===== config.mk =====
export PLATFORM = sky130hd
export DESIGN_NAME = ram32_bist
export DESIGN_NICKNAME = d
export VERILOG_FILES = /design/src/rtl/ram32_bist.sv
export SDC_FILE = /design/constraint.sdc
export NUM_CORES = 1
export LEC_CHECK = 0
export CORE_AREA = 5 5 151 153
export CTS_CLUSTER_SIZE = 20
export DETAILED_ROUTE_END_ITERATION = 6
export DIE_AREA = 0 0 156 158
export HOLD_SLACK_MARGIN = 0.1
export PLACE_DENSITY = 0.61
export SETUP_SLACK_MARGIN = 0.02
export SLEW_MARGIN = 20
export SYNTH_ARGS = -nofsm -noshare
export SYNTH_HDL_FRONTEND = slang
export SYNTH_SLANG_ARGS = --single-unit

===== constraint.sdc =====
create_clock -name clk -period 3 [get_ports clk]
set_clock_uncertainty 0.15 [all_clocks]
set_input_delay 0.75 -clock clk [delete_from_list [all_inputs] [get_ports clk]]
set_output_delay 0.75 -clock clk [all_outputs]
set_load 0.01 [all_outputs]

===== src/rtl/ram32_bist.sv =====
`default_nettype none
// ============================================================================
//  Module   : ram32_bist
//  Purpose  : Built-in self-test initiator for a ram32 word memory. Runs a
//             full-word write, read-compare, single-byte-lane write and
//             read-compare sweep, and reports pass/fail together with the
//             first failing location.
//  Revision : 1.0 - initial release
// ============================================================================
module ram32_bist #(
    parameter int          ADDR_WIDTH = 12,
    parameter logic [31:0] SEED       = 32'hA5C3_0F96
) (
    input  logic                  clk,
    input  logic                  reset,
    input  logic                  start,
    output logic                  busy,
    output logic                  done,
    output logic                  pass,
    output logic [ADDR_WIDTH-3:0] fail_addr,
    output logic                  fail_phase,
    output logic [31:0]           fail_data,
    output logic [31:0]           fail_exp,
    output logic [ADDR_WIDTH-3:0] mem_addr,
    output logic [31:0]           mem_din,
    output logic [3:0]            mem_bwe,
    output logic                  mem_ren,
    input  logic [31:0]           mem_dout
);

    localparam int AW = ADDR_WIDTH - 2;

    localparam logic [2:0] S_IDLE = 3'd0;
    localparam logic [2:0] S_W0   = 3'd1;
    localparam logic [2:0] S_R0   = 3'd2;
    localparam logic [2:0] S_W1   = 3'd3;
    localparam logic [2:0] S_R1   = 3'd4;
    localparam logic [2:0] S_DONE = 3'd5;

    localparam logic [AW-1:0] c_addr_last = '1;
    localparam logic [AW-1:0] c_addr_one  = {{(AW-1){1'b0}}, 1'b1};

    // Base pattern: seed XOR zero-extended word address.
    function automatic logic [31:0] pat(input logic [AW-1:0] a);
        pat = SEED ^ 32'(a);
    endfunction

    // Byte lane exercised by the partial-write pass is the address low bits.
    function automatic logic [1:0] lane(input logic [AW-1:0] a);
        logic [31:0] ext;
        ext  = 32'(a);
        lane = ext[1:0];
    endfunction

    function automatic logic [31:0] lane_mask(input logic [AW-1:0] a);
        lane_mask = 32'h0000_00FF << {lane(a), 3'b000};
    endfunction

    logic [2:0]    state_q, state_d;
    logic [AW-1:0] addr_q, addr_d;
    logic          tail_q, tail_d;          // compare-only last cycle of a read pass
    logic          cmp_valid_q, cmp_valid_d; // a read was issued last cycle
    logic [AW-1:0] cmp_addr_q, cmp_addr_d;
    logic          busy_q, busy_d;
    logic          done_q, done_d;
    logic          pass_q, pass_d;
    logic [AW-1:0] fail_addr_q, fail_addr_d;
    logic          fail_phase_q, fail_phase_d;
    logic [31:0]   fail_data_q, fail_data_d;
    logic [31:0]   fail_exp_q, fail_exp_d;
    logic [AW-1:0] mem_addr_q, mem_addr_d;
    logic [31:0]   mem_din_q, mem_din_d;
    logic [3:0]    mem_bwe_q, mem_bwe_d;
    logic          mem_ren_q, mem_ren_d;

    logic          w_in_read;
    logic [31:0]   w_exp;
    logic          w_mismatch;

    // Expected read data for the word read last cycle, and the compare result.
    always_comb begin
        w_in_read  = (state_q == S_R0) || (state_q == S_R1);
        w_exp      = (state_q == S_R1) ? (pat(cmp_addr_q) ^ lane_mask(cmp_addr_q))
                                       : pat(cmp_addr_q);
        w_mismatch = w_in_read && cmp_valid_q && (mem_dout != w_exp);
    end

    // Sequencer: phase progression, address stepping and first-fail capture.
    always_comb begin
        state_d      = state_q;
        addr_d       = addr_q;
        tail_d       = tail_q;
        cmp_valid_d  = cmp_valid_q;
        cmp_addr_d   = cmp_addr_q;
        pass_d       = pass_q;
        fail_addr_d  = fail_addr_q;
        fail_phase_d = fail_phase_q;
        fail_data_d  = fail_data_q;
        fail_exp_d   = fail_exp_q;
        case (state_q)
            S_IDLE, S_DONE: begin
                if (start) begin
                    state_d      = S_W0;
                    addr_d       = '0;
                    tail_d       = 1'b0;
                    cmp_valid_d  = 1'b0;
                    cmp_addr_d   = '0;
                    pass_d       = 1'b0;
                    fail_addr_d  = '0;
                    fail_phase_d = 1'b0;
                    fail_data_d  = '0;
                    fail_exp_d   = '0;
                end
            end
            S_W0, S_W1: begin
                if (addr_q == c_addr_last) begin
                    state_d     = (state_q == S_W0) ? S_R0 : S_R1;
                    addr_d      = '0;
                    tail_d      = 1'b0;
                    cmp_valid_d = 1'b0;
                end else begin
                    addr_d = addr_q + c_addr_one;
                end
            end
            S_R0, S_R1: begin
                if (w_mismatch) begin
                    state_d      = S_DONE;
                    pass_d       = 1'b0;
                    fail_addr_d  = cmp_addr_q;
                    fail_phase_d = (state_q == S_R1);
                    fail_data_d  = mem_dout;
                    fail_exp_d   = w_exp;
                    cmp_valid_d  = 1'b0;
                    tail_d       = 1'b0;
                end else if (tail_q) begin
                    state_d     = (state_q == S_R0) ? S_W1 : S_DONE;
                    pass_d      = (state_q == S_R1);
                    addr_d      = '0;
                    tail_d      = 1'b0;
                    cmp_valid_d = 1'b0;
                end else begin
                    cmp_valid_d = 1'b1;
                    cmp_addr_d  = addr_q;
                    // Hold the address on the last word; the extra cycle only compares.
                    if (addr_q == c_addr_last) begin
                        tail_d = 1'b1;
                    end else begin
                        addr_d = addr_q + c_addr_one;
                    end
                end
            end
            default: begin
                state_d = S_IDLE;
            end
        endcase
    end

    // Registered outputs are derived from the next state so they line up with it.
    always_comb begin
        busy_d    = (state_d == S_W0) || (state_d == S_R0) ||
                    (state_d == S_W1) || (state_d == S_R1);
        done_d    = (state_d == S_DONE);
        mem_addr_d = busy_d ? addr_d : '0;
        mem_din_d  = '0;
        mem_bwe_d  = 4'h0;
        mem_ren_d  = 1'b0;
        case (state_d)
            S_W0: begin
                mem_bwe_d = 4'hF;
                mem_din_d = pat(addr_d);
            end
            S_W1: begin
                mem_bwe_d = 4'b0001 << lane(addr_d);
                mem_din_d = ~pat(addr_d);
            end
            S_R0, S_R1: begin
                mem_ren_d = ~tail_d;
            end
            default: begin
                mem_din_d = '0;
            end
        endcase
    end

    // State and output registers with synchronous reset.
    always_ff @(posedge clk) begin
        if (reset) begin
            state_q      <= S_IDLE;
            addr_q       <= '0;
            tail_q       <= 1'b0;
            cmp_valid_q  <= 1'b0;
            cmp_addr_q   <= '0;
            busy_q       <= 1'b0;
            done_q       <= 1'b0;
            pass_q       <= 1'b0;
            fail_addr_q  <= '0;
            fail_phase_q <= 1'b0;
            fail_data_q  <= '0;
            fail_exp_q   <= '0;
            mem_addr_q   <= '0;
            mem_din_q    <= '0;
            mem_bwe_q    <= 4'h0;
            mem_ren_q    <= 1'b0;
        end else begin
            state_q      <= state_d;
            addr_q       <= addr_d;
            tail_q       <= tail_d;
            cmp_valid_q  <= cmp_valid_d;
            cmp_addr_q   <= cmp_addr_d;
            busy_q       <= busy_d;
            done_q       <= done_d;
            pass_q       <= pass_d;
            fail_addr_q  <= fail_addr_d;
            fail_phase_q <= fail_phase_d;
            fail_data_q  <= fail_data_d;
            fail_exp_q   <= fail_exp_d;
            mem_addr_q   <= mem_addr_d;
            mem_din_q    <= mem_din_d;
            mem_bwe_q    <= mem_bwe_d;
            mem_ren_q    <= mem_ren_d;
        end
    end

    assign busy       = busy_q;
    assign done       = done_q;
    assign pass       = pass_q;
    assign fail_addr  = fail_addr_q;
    assign fail_phase = fail_phase_q;
    assign fail_data  = fail_data_q;
    assign fail_exp   = fail_exp_q;
    assign mem_addr   = mem_addr_q;
    assign mem_din    = mem_din_q;
    assign mem_bwe    = mem_bwe_q;
    assign mem_ren    = mem_ren_q;

endmodule
`default_nettype wire


**After elaboration in Yosys (flattened, before gate mapping)**

Cells that the tools add are included.
Widths: inputs -> output; s select.

- Bits in registers: 150
- Latch bits: 0
- Bits in writable memories: 0
- Bits in read-only memories: 0
- Output and inout port bits: 125
- Logic and storage cells: 106
- Memories: 0

- Add/sub/neg operators: 1
- Multipliers: 0
- Div/mod/pow operators: 0
- Order comparisons: 0
- Equal/unequal tests: 18
- Shift-type cells: 2
- Multiplexer cells: 43
- Bitwise operators: 7
- Reduce and logical (&&, ||, !) cells: 19

Operators by type and width:

| kind | count |
|---|---|
| $pmux 32 s2 | 3 |
| $mux 32 | 4 |
| $mux 10 | 9 |
| $pmux 10 s2 | 2 |
| $ne 32x32->1 | 1 |
| $not 32->32 | 1 |
| $not 6->16 | 2 |
| $shl 8x5->32 const A | 1 |
| $xor 32x32->32 | 1 |
| $pmux 10 s3 | 1 |
| $mux 3 | 6 |
| $eq 3x2->1 const B | 4 |
| $eq 3x3->1 const B | 4 |
| $mux 1 | 12 |
| $reduce_or 2->1 | 6 |
| $add 10x1->10 const B | 1 |
| $eq 10x10->1 const B | 1 |
| $ne 2x2->1 const B | 5 |
| $pmux 3 s3 | 1 |
| $reduce_and 3->1 | 3 |
| $pmux 4 s2 | 1 |
| $eq 3x1->1 const B | 2 |
| $pmux 1 s3 | 2 |
| $logic_or 1x1->1 | 4 |
| 9 further kinds | 13 |

**Longest topological paths before layout**

- Depth in word-level cells: 13
- Depth in mapped cells: 13

**Least setup slack after synthesis**

No wires, ideal clock.

- Kind: input to register
- Start: input mem_dout[3]
- End: register cmp_addr_q[1]
- Library setup time: 0.116 ns
- Arrival: 2.914 ns
- Required time: 2.734 ns
- Path slack: -0.180 ns
- Cell stages on the path: 10
- Cell sequence: xnor2_1 > or4bb_1 > o2bb2ai_2 > nor2_2 > o21a_1 > buf_6 > o32a_1 > buf_6 > and4_4 > a41o_1

- Longest elaborated chain between the ends: 4

RTL lines:

| what | RTL line | text |
|---|---|---|
| start, declared | 28 | `input logic [31:0] mem_dout` |
| $ne 32x32->1 | 85 | `w_mismatch = w_in_read && cmp_valid_q && (mem_dout != w_exp);` |
| $logic_and 1x1->1 | 85 |  |
| $ne 2x2->1 (no line) | n/a |  |
| $reduce_and 4->1 (no line) | n/a |  |
| end signal, assigned | 209 | `cmp_addr_q <= cmp_addr_d;` |
| end, declared | 63 | `logic [AW-1:0] cmp_addr_q, cmp_addr_d;` |

No other way between the ends.
A chain may end at the register's enable or synchronous reset.

**Worst setup path after layout**

- Start: register state_q[2]
- End: register mem_addr_q[0], in the netlist mem_addr[0]

- Longest elaborated chain between the ends: 12

RTL lines:

| what | RTL line | text |
|---|---|---|
| start, declared | 59 | `logic [2:0] state_q, state_d;` |
| start signal, assigned | 205 | `state_q <= state_d;` |
| $eq 3x3->1 or $eq 3x2->1 (tied branches) | n/a |  |
| $mux 32 or $logic_or 1x1->1 (tied branches) | 83, 82 |  |
| $ne 32x32->1 or $logic_and 1x1->1 (tied branches) | 85 |  |
| $logic_and 1x1->1 | 85 |  |
| $mux 3 | 126 | `if (w_mismatch) begin` |
| $pmux 3 s3 | 100 | `case (state_q)` |
| $eq 3x1->1 or $eq 3x2->1 (tied branches) | 160 | `busy_d = (state_d == S_W0) \|\| (state_d == S_R0) \|\|` |
| $logic_or 1x1->1 (2 in series) | 160 |  |
| $logic_or 1x1->1 | 161 | `(state_d == S_W1) \|\| (state_d == S_R1);` |
| $not 1->1 (no line) | n/a |  |
| $reduce_or 2->1 (no line) | n/a |  |
| end signal, assigned | 217 | `mem_addr_q <= mem_addr_d;` |
| end, declared | 71 | `logic [AW-1:0] mem_addr_q, mem_addr_d;` |

Several ways; a longest one is shown, not always the timed one.

==> run_results.csv <==
group,metric,value,unit
status,outcome,"finished, final reports clean",
global_route,grt_max_degree,61,
floorplan,die_w,156,µm
clock_tree,numCtsBuffers,17,
yosys,synth_top_cell_by_area,"dfxtp_1",
timing,tightest_slew,0.630,ns
setup_path,crit_top_cell,"buf_6",
yosys,ys_seq_elements,114,
setup_path,path_class,"reg2reg",
detailed_routing,via_per_inst,5.08,
detailed_routing,drtIter0Drc,356,
clock_tree,clock_latency,0.41,ns
floorplan,start_util,27.3,%
detailed_routing,routed_wl,20300,µm
yosys,syn_area,5850,µm²
yosys,synth_fp_nets,721,
yosys,synth_area_leaders,"dfxtp_1, o211ai_1, a21oi_1, nand3_1, buf_4",
setup_path,r2r-end,"mem_addr[0]$_SDFF_PP0_",
setup_path,worstReg2RegStart,"state_q[2]$_SDFF_PP0_",
timing,grt_setup_unrepaired,"yes",
detailed_routing,firstDrtPassIters,5,
setup_path,cp.arrival,3.02,ns
detailed_routing,vias,5925,
hold_path,hp-start,"fail_exp[7]$_SDFFE_PP0P_",
yosys,avgSynthCellArea,8.55,µm²
setup_path,crit_buf_inv,3,
final_layout,area_growth,55.0,%
timing,min_period,2.90,ns
yosys,synth_top_area_share,39.0,%
yosys,postSynth.asyncResetShare,0,%
yosys,ys_types,67,
global_route,grt_pass1_wl,31600,µm
placement,gp_congestion,0.905,
final_layout,fin_util,42.3,%
timing,whs,0.314,ns
global_route,grt_use_total,16.0,%
detailed_routing,ant_nets,0,
clock_tree,clock_sinks,114,
floorplan,die-area,24600,µm²
timing,setup_violations,0,
job,max_cap_viol_count,0,
detailed_routing,drc_errors,0,
pwr,ir_worst_vdd,0.364,mV
setup_path,slowest_stage,"or3b_4",
final_layout,fin_cells,1167,
yosys,yosysMostFrequentCell,"dfxtp_1",
clock_tree,cts_max_level,4,
clock_tree,clk_pin_slew,0.05,ns
placement,numPortBuffers,159,
yosys,synth.yosys.seq_area_share,39.0,%
yosys,ys.flop_type,"dfxtp_1",
global_route,grt_pass1_vias,5723,
hold_path,hold_depth,2,
setup_path,ff2ff_path_depth,11,
setup_path,rrSetupSlack,0.10,ns
global_route,antenna_found_initial,1,
hold_path,hold_class,"reg2reg",
yosys,yosys_warnings,0,
floorplan,core,21400,µm²
setup_path,critPathRequiredTime,3.12,ns
setup_path,cp-end-kind,"flop",
floorplan,die_h,158,µm
floorplan,rows,54,
hold_path,worst_hold_path.endpoint,"fail_exp[7]$_SDFFE_PP0P_",
placement,hpwl,14400,µm
setup_path,max_stage_delay,0.41,ns
setup_path,path_max_fanout,8,
setup_path,worstPathCellList,"or3b_4 > nor3_4 > a221o_1 > o2111ai_2 > buf_12 > buf_6 > o41ai_4 > a21oi_2 > xnor2_2 > buf_6 > nor3_1",
yosys,synth_edf_count,0,
final_layout,drive_gt1_share,26.0,%
timing,drv_slew,0,
yosys,postSynthCellCount,684,
clock_tree,cts_root_buf,"clkbuf_16",
placement,place_inst,1123,
floorplan,io_pins,160,
pwr,powerDensity,443,nW/µm²
detailed_routing,wl_per_cell,17.4,µm
clock_tree,ctsLongestPathBuffers,2,
clock_tree,cts_tree,"yes",
yosys,synth_commonest_cells,"dfxtp_1, a21oi_1, nand3_1",
timing,min_period_over_period,96.6,%
timing,fmaxAchievable,345,MHz
timing,maxSlewHeadroom,58.0,%
setup_path,cpLargestDelayFamily,"compound AO/OA/AOI/OAI gates",
timing,finalHoldViolations,0,
pwr,p_leak,3.26,nW
global_route,grt-ovfl-total,0,
setup_path,critPathLaunchType,"flop",
final_layout,fin_nets,909,
final_layout,fillers,2089,
-- cells by family after synthesis --
logic type / Yosys count / share of synthesized area [%]
adder cells (fa/ha/maj): 2 / 0.428
AO/OA/AOI/OAI: 222 / 26.2
AND/OR/NAND/NOR: 207 / 19.4
multiplexers: 9 / 1.54
buffers and inverters: 110 / 10.3
XOR/XNOR: 20 / 3.00
flip-flops: 114 / 39.0
-- cells in the final DEF, fill, tap and decap left out, types with 6 or more instances in the layout --
cell type	instances
clkbuf_16	19
buf_12	7
dlygate4sd2_1	7
inv_1	9
mux2i_1	8
dfxtp_1	110
clkdlybuf4s50_1	126
a21oi_1	86
clkbuf_2	20
nor3_1	8
buf_4	93
nor2_1	30
o21ai_0	14
o211ai_1	69
nand3_1	80
buf_6	7
nor4bb_4	6
nand2_1	26
xor2_1	8
nor3_2	10
xnor2_1	7
-- registers in the layout (all words and copies together) (netlist names) --
signal / count
pass: 1
state_q: 3
fail_data: 32
done: 1
cmp_addr_q: 10
fail_exp: 16
mem_din: 12
tail_q: 1
fail_addr: 10
busy: 1
mem_ren: 1
mem_bwe: 4
fail_phase: 1
addr_q: 10
cmp_valid_q: 1
mem_addr: 10
-- worst max-delay path by stage --
stage	from	to	slack, ns	depth (start not counted)
3_3_place_gp	mem_dout[26]	fail_exp[7]$_SDFFE_PP0P_	-0.74	13
4_1_cts	mem_dout[5]	fail_exp[7]$_SDFFE_PP0P_	0.02	12
6_report	state_q[2]$_SDFF_PP0_	mem_addr[0]$_SDFF_PP0_	0.10	11
3_5_place_dp	mem_dout[21]	cmp_addr_q[5]$_SDFFE_PP0P_	-0.75	11
5_1_grt	state_q[2]$_SDFF_PP0_	mem_din[0]$_SDFF_PP0_	-0.04	10
2_1_floorplan	mem_dout[5]	cmp_addr_q[1]$_SDFFE_PP0P_	-0.04	10
-- worst min-delay path, stage by stage (launching register included) --
cell and delay [ns]:
dfxtp_1 0.30, nand3_1 0.06, a21oi_1 0.05
-- stage by stage --
step	cell area (µm²)	TNS (ns)	total power, mW	setup slack [ns]
after floorplan	5920	-0.104	1.77	-0.0380
after global placement	8150	-71.24	1.97	-0.743
after detailed placement	8150	-71.57	1.97	-0.752
after CTS	8900	0	4.02	0.0244
after global routing	9060	-0.461	4.16	-0.0441
final	9060	0	4.01	0.103
-- layout make-up --
| class | instances | area (µm²) | share of cell area [%] |
|---|---|---|---|
| clock inverter | 10 | 134 | 1.48 |
| tap | 280 | 350 | 3.87 |
| inverter | 11 | 41.3 | 0.456 |
| antenna | 2 | 5.00 | 0.0552 |
| multi-input combinational | 460 | 3320 | 36.7 |
| sequential | 114 | 2290 | 25.2 |
| timing repair buffer | 268 | 2460 | 27.2 |
| clock buffer | 22 | 454 | 5.01 |
-- metal layers --
metal,track usage [%],wire [µm],vias to the layer above
met5,0,0,-
met4,4.21,234,0
met3,4.62,1200,18
met2,26.1,9890,160
met1,20.9,8950,2861
li1,-,-,2886
-- where the power goes --
group          switching, mW  internal, mW
logic                  0.239         0.211
registers            0.00910          1.53
clock network          0.701          1.32
total                  0.949          3.07
-- repair_timing --
item / in CTS / in global routing
setup buffers: 4 / 3
hold buffers: 0 / 0
pin swaps: 28 / 79
gates cloned: 1 / 3
setup endpoints to repair: 107 / 95
gates resized for setup: 58 / 78
Note: power is estimated with default switching activity, not from simulation.
